## src/rtl/ps2_frame_receiver.sv

```systemverilog
// PS/2 device-to-host frame receiver: start/8 data/odd parity/stop with a stall watchdog,
// followed by a key stage that folds E0/F0 prefixes into single key events.
module ps2_frame_receiver #(
    parameter int TIMEOUT_CYCLES = 50000,
    parameter int CNT_W          = 16
) (
    input  logic       Clock,
    input  logic       Reset,
    input  logic       Enable,
    input  logic       FallingEdge,
    input  logic       PS2Data,
    output logic       Busy,
    output logic [7:0] ScanCode,
    output logic       CodeValid,
    output logic       ParityError,
    output logic       FrameError,
    output logic [7:0] KeyCode,
    output logic       KeyRelease,
    output logic       KeyExtended,
    output logic       KeyValid
);

    typedef enum logic [1:0] {
        IDLE   = 2'd0,
        DATA   = 2'd1,
        PARITY = 2'd2,
        STOP   = 2'd3
    } state_t;

    localparam logic [CNT_W-1:0] WD_LAST = CNT_W'(TIMEOUT_CYCLES - 1);

    state_t           state;
    logic [2:0]       bit_cnt;
    logic [7:0]       shift;
    logic             parity_bit;
    logic [CNT_W-1:0] wd;
    logic             ext_pend;
    logic             rel_pend;

    // Odd parity holds when data plus parity bit carry an odd number of ones.
    function automatic logic odd_parity_ok(input logic [7:0] data, input logic par);
        return ^{data, par};
    endfunction

    // Frame FSM, watchdog and frame-level result pulses.
    always_ff @(posedge Clock) begin
        if (Reset) begin
            state       <= IDLE;
            bit_cnt     <= 3'd0;
            shift       <= 8'h00;
            parity_bit  <= 1'b0;
            wd          <= '0;
            Busy        <= 1'b0;
            ScanCode    <= 8'h00;
            CodeValid   <= 1'b0;
            ParityError <= 1'b0;
            FrameError  <= 1'b0;
        end else begin
            CodeValid   <= 1'b0;
            ParityError <= 1'b0;
            FrameError  <= 1'b0;
            if (!Enable) begin
                state   <= IDLE;
                Busy    <= 1'b0;
                bit_cnt <= 3'd0;
                wd      <= '0;
            end else if (state == IDLE) begin
                wd <= '0;
                if (FallingEdge && !PS2Data) begin
                    state   <= DATA;
                    Busy    <= 1'b1;
                    bit_cnt <= 3'd0;
                end
            end else if (FallingEdge) begin
                // An edge always beats a watchdog expiry in the same cycle.
                wd <= '0;
                case (state)
                    DATA: begin
                        shift   <= {PS2Data, shift[7:1]};
                        bit_cnt <= bit_cnt + 3'd1;
                        if (bit_cnt == 3'd7) begin
                            state <= PARITY;
                        end
                    end
                    PARITY: begin
                        parity_bit <= PS2Data;
                        state      <= STOP;
                    end
                    STOP: begin
                        state <= IDLE;
                        Busy  <= 1'b0;
                        if (!PS2Data) begin
                            FrameError <= 1'b1;
                        end else if (odd_parity_ok(shift, parity_bit)) begin
                            ScanCode  <= shift;
                            CodeValid <= 1'b1;
                        end else begin
                            ParityError <= 1'b1;
                        end
                    end
                    default: begin
                        state <= IDLE;
                        Busy  <= 1'b0;
                    end
                endcase
            end else if (wd == WD_LAST) begin
                state      <= IDLE;
                Busy       <= 1'b0;
                wd         <= '0;
                FrameError <= 1'b1;
            end else begin
                wd <= wd + CNT_W'(1);
            end
        end
    end

    // Key stage: prefixes accumulate until a plain code completes the event.
    always_ff @(posedge Clock) begin
        if (Reset) begin
            ext_pend    <= 1'b0;
            rel_pend    <= 1'b0;
            KeyCode     <= 8'h00;
            KeyRelease  <= 1'b0;
            KeyExtended <= 1'b0;
            KeyValid    <= 1'b0;
        end else begin
            KeyValid <= 1'b0;
            if (CodeValid) begin
                if (ScanCode == 8'hE0) begin
                    ext_pend <= 1'b1;
                end else if (ScanCode == 8'hF0) begin
                    rel_pend <= 1'b1;
                end else begin
                    KeyCode     <= ScanCode;
                    KeyRelease  <= rel_pend;
                    KeyExtended <= ext_pend;
                    KeyValid    <= 1'b1;
                    ext_pend    <= 1'b0;
                    rel_pend    <= 1'b0;
                end
            end else if (ParityError || FrameError) begin
                ext_pend <= 1'b0;
                rel_pend <= 1'b0;
            end
        end
    end

endmodule

```

## config.mk

```make
export PLATFORM = sky130hd
export DESIGN_NAME = ps2_frame_receiver
export DESIGN_NICKNAME = d
export VERILOG_FILES = /design/src/rtl/ps2_frame_receiver.sv
export SDC_FILE = /design/constraint.sdc
export NUM_CORES = 1
export LEC_CHECK = 0
export CORE_UTILIZATION = 54
export CTS_CLUSTER_DIAMETER = 100
export DETAILED_ROUTE_END_ITERATION = 8
export PLACE_DENSITY = 0.79
export SLEW_MARGIN = 20
export SYNTH_ARGS = -nofsm -noshare
export SYNTH_HDL_FRONTEND = slang
export SYNTH_SLANG_ARGS = --single-unit
```

## constraint.sdc

```tcl
create_clock -name Clock -period 2.3 [get_ports Clock]
set_input_delay 0.46 -clock Clock [delete_from_list [all_inputs] [get_ports Clock]]
set_output_delay 0.46 -clock Clock [all_outputs]
set_load 0.05 [all_outputs]
```

## Yosys cells after proc, flatten, opt, wreduce, memory -nomap -nowiden

Index checks and enable logic that the tools add are counted.

| cells by class | value |
|---|---|
| add/subtract/negate cells | 2 |
| reduce and logical (&&, ||, !) cells | 24 |
| eq/ne operators | 12 |
| bitwise logic cells | 8 |
| multiplexer cells | 29 |

Operator list:

| cell | count |
|---|---|
| 2-to-1 mux 1 bit | 19 |
| adder 16 x 1 -> 16 bit, second input constant | 1 |
| equality test 16 bit, second input constant | 1 |
| equality test 8 bit, second input constant | 2 |
| 2-to-1 mux 3 bit | 4 |
| AND reduction 3 bit | 4 |
| 2-to-1 mux 2 bit | 5 |
| parity 9 bit | 1 |
| NOT 1 bit | 8 |
| AND reduction 4 bit | 2 |
| AND reduction 6 bit | 1 |
| nonzero test 2 bit | 3 |
| OR reduction 3 bit | 2 |
| OR reduction 6 bit | 1 |
| OR reduction 5 bit | 1 |
| equality test 2 bit, second input constant | 2 |
| inequality test 4 bit, second input constant | 1 |
| one-hot mux 2 bit (2 select lines) | 1 |
| AND reduction 2 bit | 2 |
| OR reduction 2 bit | 2 |
| adder 3 x 1 -> 3 bit, second input constant | 1 |
| equality test 3 bit, second input constant | 1 |
| inequality test 3 x 2 -> 1 bit, second input constant | 1 |
| inequality test 3 bit, second input constant | 1 |
| other kinds (8) | 8 |

| storage, ports and cells | value |
|---|---|
| word-level logic and storage cells | 91 |
| bits in registers | 55 |

## Logic depth before layout (Yosys ltp)

Gate-level depths: netlist (run 1).

| depth | value |
|---|---|
| depth in word-level cells | 5 |
| mapped depth | 8 |

## Least setup slack after synthesis (run 1)

No wires, ideal clock.

| path | value |
|---|---|
| path kind | reg-to-reg |
| start point | reg ScanCode[7] |
| end point | reg rel_pend |
| data arrival time | 1.741 ns |
| data required time | 2.224 ns |
| clock period less this slack | 1.817 ns |
| slack | 0.483 ns |
| stages on the path, launching flop included | 6 |
| setup time | 0.076 ns |
| cells stage by stage | dfxtp_1 nor3b_1 nand4_1 a21oi_1 clkbuf_1 a21boi_0 |

| on the way | value |
|---|---|
| cells in the longest elaborated chain, start to end | 4 |

Ends and longest elaborated chain:

| item | RTL line | RTL |
|---|---|---|
| from (decl) | 13 | `output logic [7:0] ScanCode,` |
| from (signal assigned) | 95 | `ScanCode <= shift;` |
| equality test 8 bit | 131 | `end else if (ScanCode == 8'hF0) begin` |
| 2-to-1 mux 1 bit | 131 |  |
| 2-to-1 mux 1 bit | 129 | `if (ScanCode == 8'hE0) begin` |
| 2-to-1 mux 1 bit | 128 | `if (CodeValid) begin` |
| to (signal assigned) | 132 | `rel_pend <= 1'b1;` |
| to (signal assigned) | 139 | `rel_pend <= 1'b0;` |
| to (signal assigned) | 143 | `rel_pend <= 1'b0;` |
| to (decl) | 38 | `logic rel_pend;` |

Parallel ways exist; a longest one is shown, timed or not. The select of a mux whose other input is x is not followed.
A chain may end at the register's enable or synchronous reset.

## Worst setup path in the final report (run 1)

| path | value |
|---|---|
| start point | reg ScanCode[4] |
| end point | out ScanCode[4] |

No word-level cell between the ends.

==> flow_metrics.env, run 1 <==
export IMPL_wl_per_cell_um=12.6
export IMPL_hpwl_um=3140
export IMPL_num_rows=23
export IMPL_clockRootBuffer="clkbuf_8"
export IMPL_final_antenna_net_count=0
export IMPL_cp_top_family="buffers and inverters"
export IMPL_cp_startpoint="ScanCode[4]"
export IMPL_nNetsFinal=295
export IMPL_clkLatencyLatePin_ns=0.31
export IMPL_rsz0062_at_grt="false"
export IMPL_fin_setup_tns_ns=0
export IMPL_diodes=0
export IMPL_fin_area_mm2=0.00276
export IMPL_leakage_nw=1.04
export IMPL_combPwrFrac_pct=3.5
export IMPL_max_freq_mhz=494
export IMPL_synth_area_mm2=0.00231
export IMPL_dp_slack_ns=0.216
export IMPL_design_core_area_mm2=0.00406
export IMPL_maxCapViolCount=0
export IMPL_worstPathCellList="clkdlybuf4s50_1"
export IMPL_grt_usage_pct=21.3
export IMPL_grt_pass1_vias=1607
export IMPL_die_area_mm2=0.00454
export IMPL_cp_slowest_stage_delay_ns=0.84
export IMPL_setup_viol_count_final=0
export IMPL_die_h_um=67.4
export IMPL_area_growth_syn_to_layout_pct=19.5
export IMPL_outcome="finished, final reports clean"
export IMPL_cp_endpoint="ScanCode[4]"
export IMPL_p_switching_mw=0.335
export IMPL_postCtsSetupRepairBufs=0
export IMPL_maxSlewHeadroom_pct=55.2
export IMPL_drive_gt1_share_pct=5.65
export IMPL_power_frac_seq_pct=58.6
export IMPL_final_cell_mix="dfxtp_1, nor2_1, nand2_1"
export IMPL_yosys_warnings=0
export IMPL_worst_r2r_endpoint="wd[13]"
export IMPL_fp_dieW_um=67.4
export IMPL_r2r_cells=7
export IMPL_synth_cell_types=36
export IMPL_tightest_slew_ns=0.669
export IMPL_crit_path_start_kind="flop"
export IMPL_worstPathRequired_ns=1.84
export IMPL_fin_crit_sh_pct=88.0
export IMPL_worstPathMaxFanout=5
export IMPL_drt_drc_violations_left=0
export IMPL_ys_seq_area_share_pct=47.7
export IMPL_hold_viol=0
export IMPL_wl_um=4200
export IMPL_vias=1759
export IMPL_start_util_pct=56.9
export IMPL_hold_buffers=0
export IMPL_power_internal_mw=1.29
export IMPL_htreeDepth=2
export IMPL_min_period_ns=2.02
export IMPL_synth_ff_type="dfxtp_1"
export IMPL_crit_type="flop to output pin"
export IMPL_cts_reportedPaths_clkPinSlew_ns=0.09
export IMPL_async_flop_share_pct=0
export IMPL_worstPathArrival_ns=1.56
export IMPL_crit_path_top_delay_cell="clkdlybuf4s50_1"
export IMPL_io_buffers=27
export IMPL_hold_path_class="flop to flop"
export IMPL_firstDrtPassIters=4
export IMPL_cts_repair_resized=0
export IMPL_worst_slack_ns=0.277
export IMPL_r2r_setup_slack_ns=0.40
export IMPL_slew_violations=0
export IMPL_grt_pass1_wl_um=7140
export IMPL_final_common_cell="dfxtp_1"
export IMPL_ctsLongestPathBuffers=2
export IMPL_timing_rr_start="wd[0]"
export IMPL_grt_overflow=0
export IMPL_syn_avg_cell_area_um2=9.16
export IMPL_pin_count=28
export IMPL_synth_enable_flop_cells=0
export IMPL_cts_sinks=55
export IMPL_synth_nets=264
export IMPL_gp_congestion=0.887
export IMPL_synthCells=252
export IMPL_cts_buffers=5
export IMPL_skew_ns=0.00887
export IMPL_critical_path_buf_inv_count=1
export IMPL_antenna_found_initial=0
export IMPL_cts_tree="built"
export IMPL_synth_seq_cells=55
export IMPL_grt_max_degree=19
export IMPL_via_per_inst=5.28
export IMPL_switching_share_pct=20.5
export IMPL_clkPwrFrac_pct=37.9
export IMPL_endpoint_kind="output pin"
export IMPL_drtIter0Drc=126
export IMPL_worst_path_stages=1
export IMPL_placed_area_mm2=0.00265
export IMPL_powerDensity_mw_per_mm2=591
export IMPL_peakVddDrop_v=0.000303
==> power groups by stage <==
stage / registers [mW] / clock network, mW / logic [mW]
after floorplan: 0.979 / 0 / 0.0315
after global placement: 0.977 / 0 / 0.0567
after detailed placement: 0.977 / 0 / 0.0574
after CTS: 0.955 / 0.634 / 0.0577
after global routing: 0.956 / 0.674 / 0.0636
final: 0.955 / 0.617 / 0.0573
==> registers in the layout (all words and copies together), names as in the netlist, 2 cells and up <==
register and cells:
state 2, KeyCode 8, ScanCode 8, wd 16, shift 8, bit_cnt 3
==> Yosys cell counts (2+ instances only) <==
| master | number | area share [%] |
|---|---|---|
| inv_1 | 5 | 0.81 |
| ha_1 | 7 | 3.8 |
| and3b_1 | 2 | 0.76 |
| clkbuf_1 | 8 | 1.3 |
| nand3_1 | 11 | 2.4 |
| nor2b_1 | 2 | 0.54 |
| nor3_1 | 5 | 1.1 |
| a21oi_1 | 15 | 3.3 |
| a31oi_1 | 2 | 0.54 |
| nor2_1 | 41 | 6.7 |
| nand2b_1 | 4 | 1.1 |
| mux2i_1 | 9 | 3.9 |
| xor2_1 | 10 | 3.8 |
| a22o_1 | 10 | 3.8 |
| nand2_1 | 28 | 4.6 |
| nand4_1 | 4 | 1.1 |
| nor3b_1 | 2 | 0.65 |
| dfxtp_1 | 55 | 48 |
| xnor2_1 | 9 | 3.4 |
| o21ai_0 | 5 | 1.1 |
| and3_1 | 3 | 0.81 |
==> worst min-delay path by stage <==
stage | to | slack [ns] | start | cells past startpoint
2_1_floorplan | wd[0] | 0.43 | wd[0] | 1
3_3_place_gp | wd[0] | 0.44 | wd[0] | 1
3_5_place_dp | wd[0] | 0.45 | wd[0] | 1
4_1_cts | wd[0] | 0.47 | wd[0] | 1
5_1_grt | KeyCode[1] | 0.50 | KeyCode[1] | 1
6_report | Busy | 0.47 | Busy | 2
==> stage by stage <==
stage	utilization, %	power [mW]	hold WS [ns]	cells
after global routing	68.0	1.69	0.496	333
after global placement	65.3	1.03	0.444	326
after detailed placement	65.3	1.03	0.450	326
after floorplan	-	1.01	0.430	252
after CTS	68.0	1.65	0.473	333
final	68.0	1.63	0.473	333
==> final cells by class <==
type | instances | area (um^2)
clock buffer | 5 | 68.8
fill | 343 | 1300
multi-input combinational | 183 | 1150
clock inverter | 2 | 37.5
timing repair buffer | 33 | 315
tap | 50 | 62.6
sequential | 55 | 1100
inverter | 5 | 18.8
==> cell families after synthesis <==
kind of cell / Yosys count / share of synthesized area, %
AND/OR/NAND/NOR: 108 / 21.7
flip-flops: 55 / 47.7
AO/OA/AOI/OAI: 37 / 10.4
XOR/XNOR: 21 / 9.22
buffers and inverters: 14 / 2.28
multiplexers: 10 / 4.88
adder cells (fa/ha/maj): 7 / 3.80
==> per-layer routing <==
layer / global-route usage (%) / part of all wire, % / up-vias
met3: 6.08 / 3.7 / 5
met4: 8.78 / 1.6 / 0
met1: 26.9 / 48 / 807
li1: - / - / 918
met2: 34.0 / 46 / 29
met5: 0 / 0 / -
==> worst reg2reg max path: stages (launching register included) <==
cell	delay [ns]
dfxtp_1	0.39
ha_1	0.22
and3_1	0.24
nand4_1	0.16
nor2b_1	0.16
buf_4	0.14
nand2_1	0.37
nor2_1	0.11
(Power assumes the default switching activity.)
==> run 2: changes to the inputs <==
- CTS_CLUSTER_SIZE: default -> 30
- SLEW_MARGIN: 20 -> default
==> results of run 2 <==
The final DEF is identical to that of run 1; final timing and power are the same.
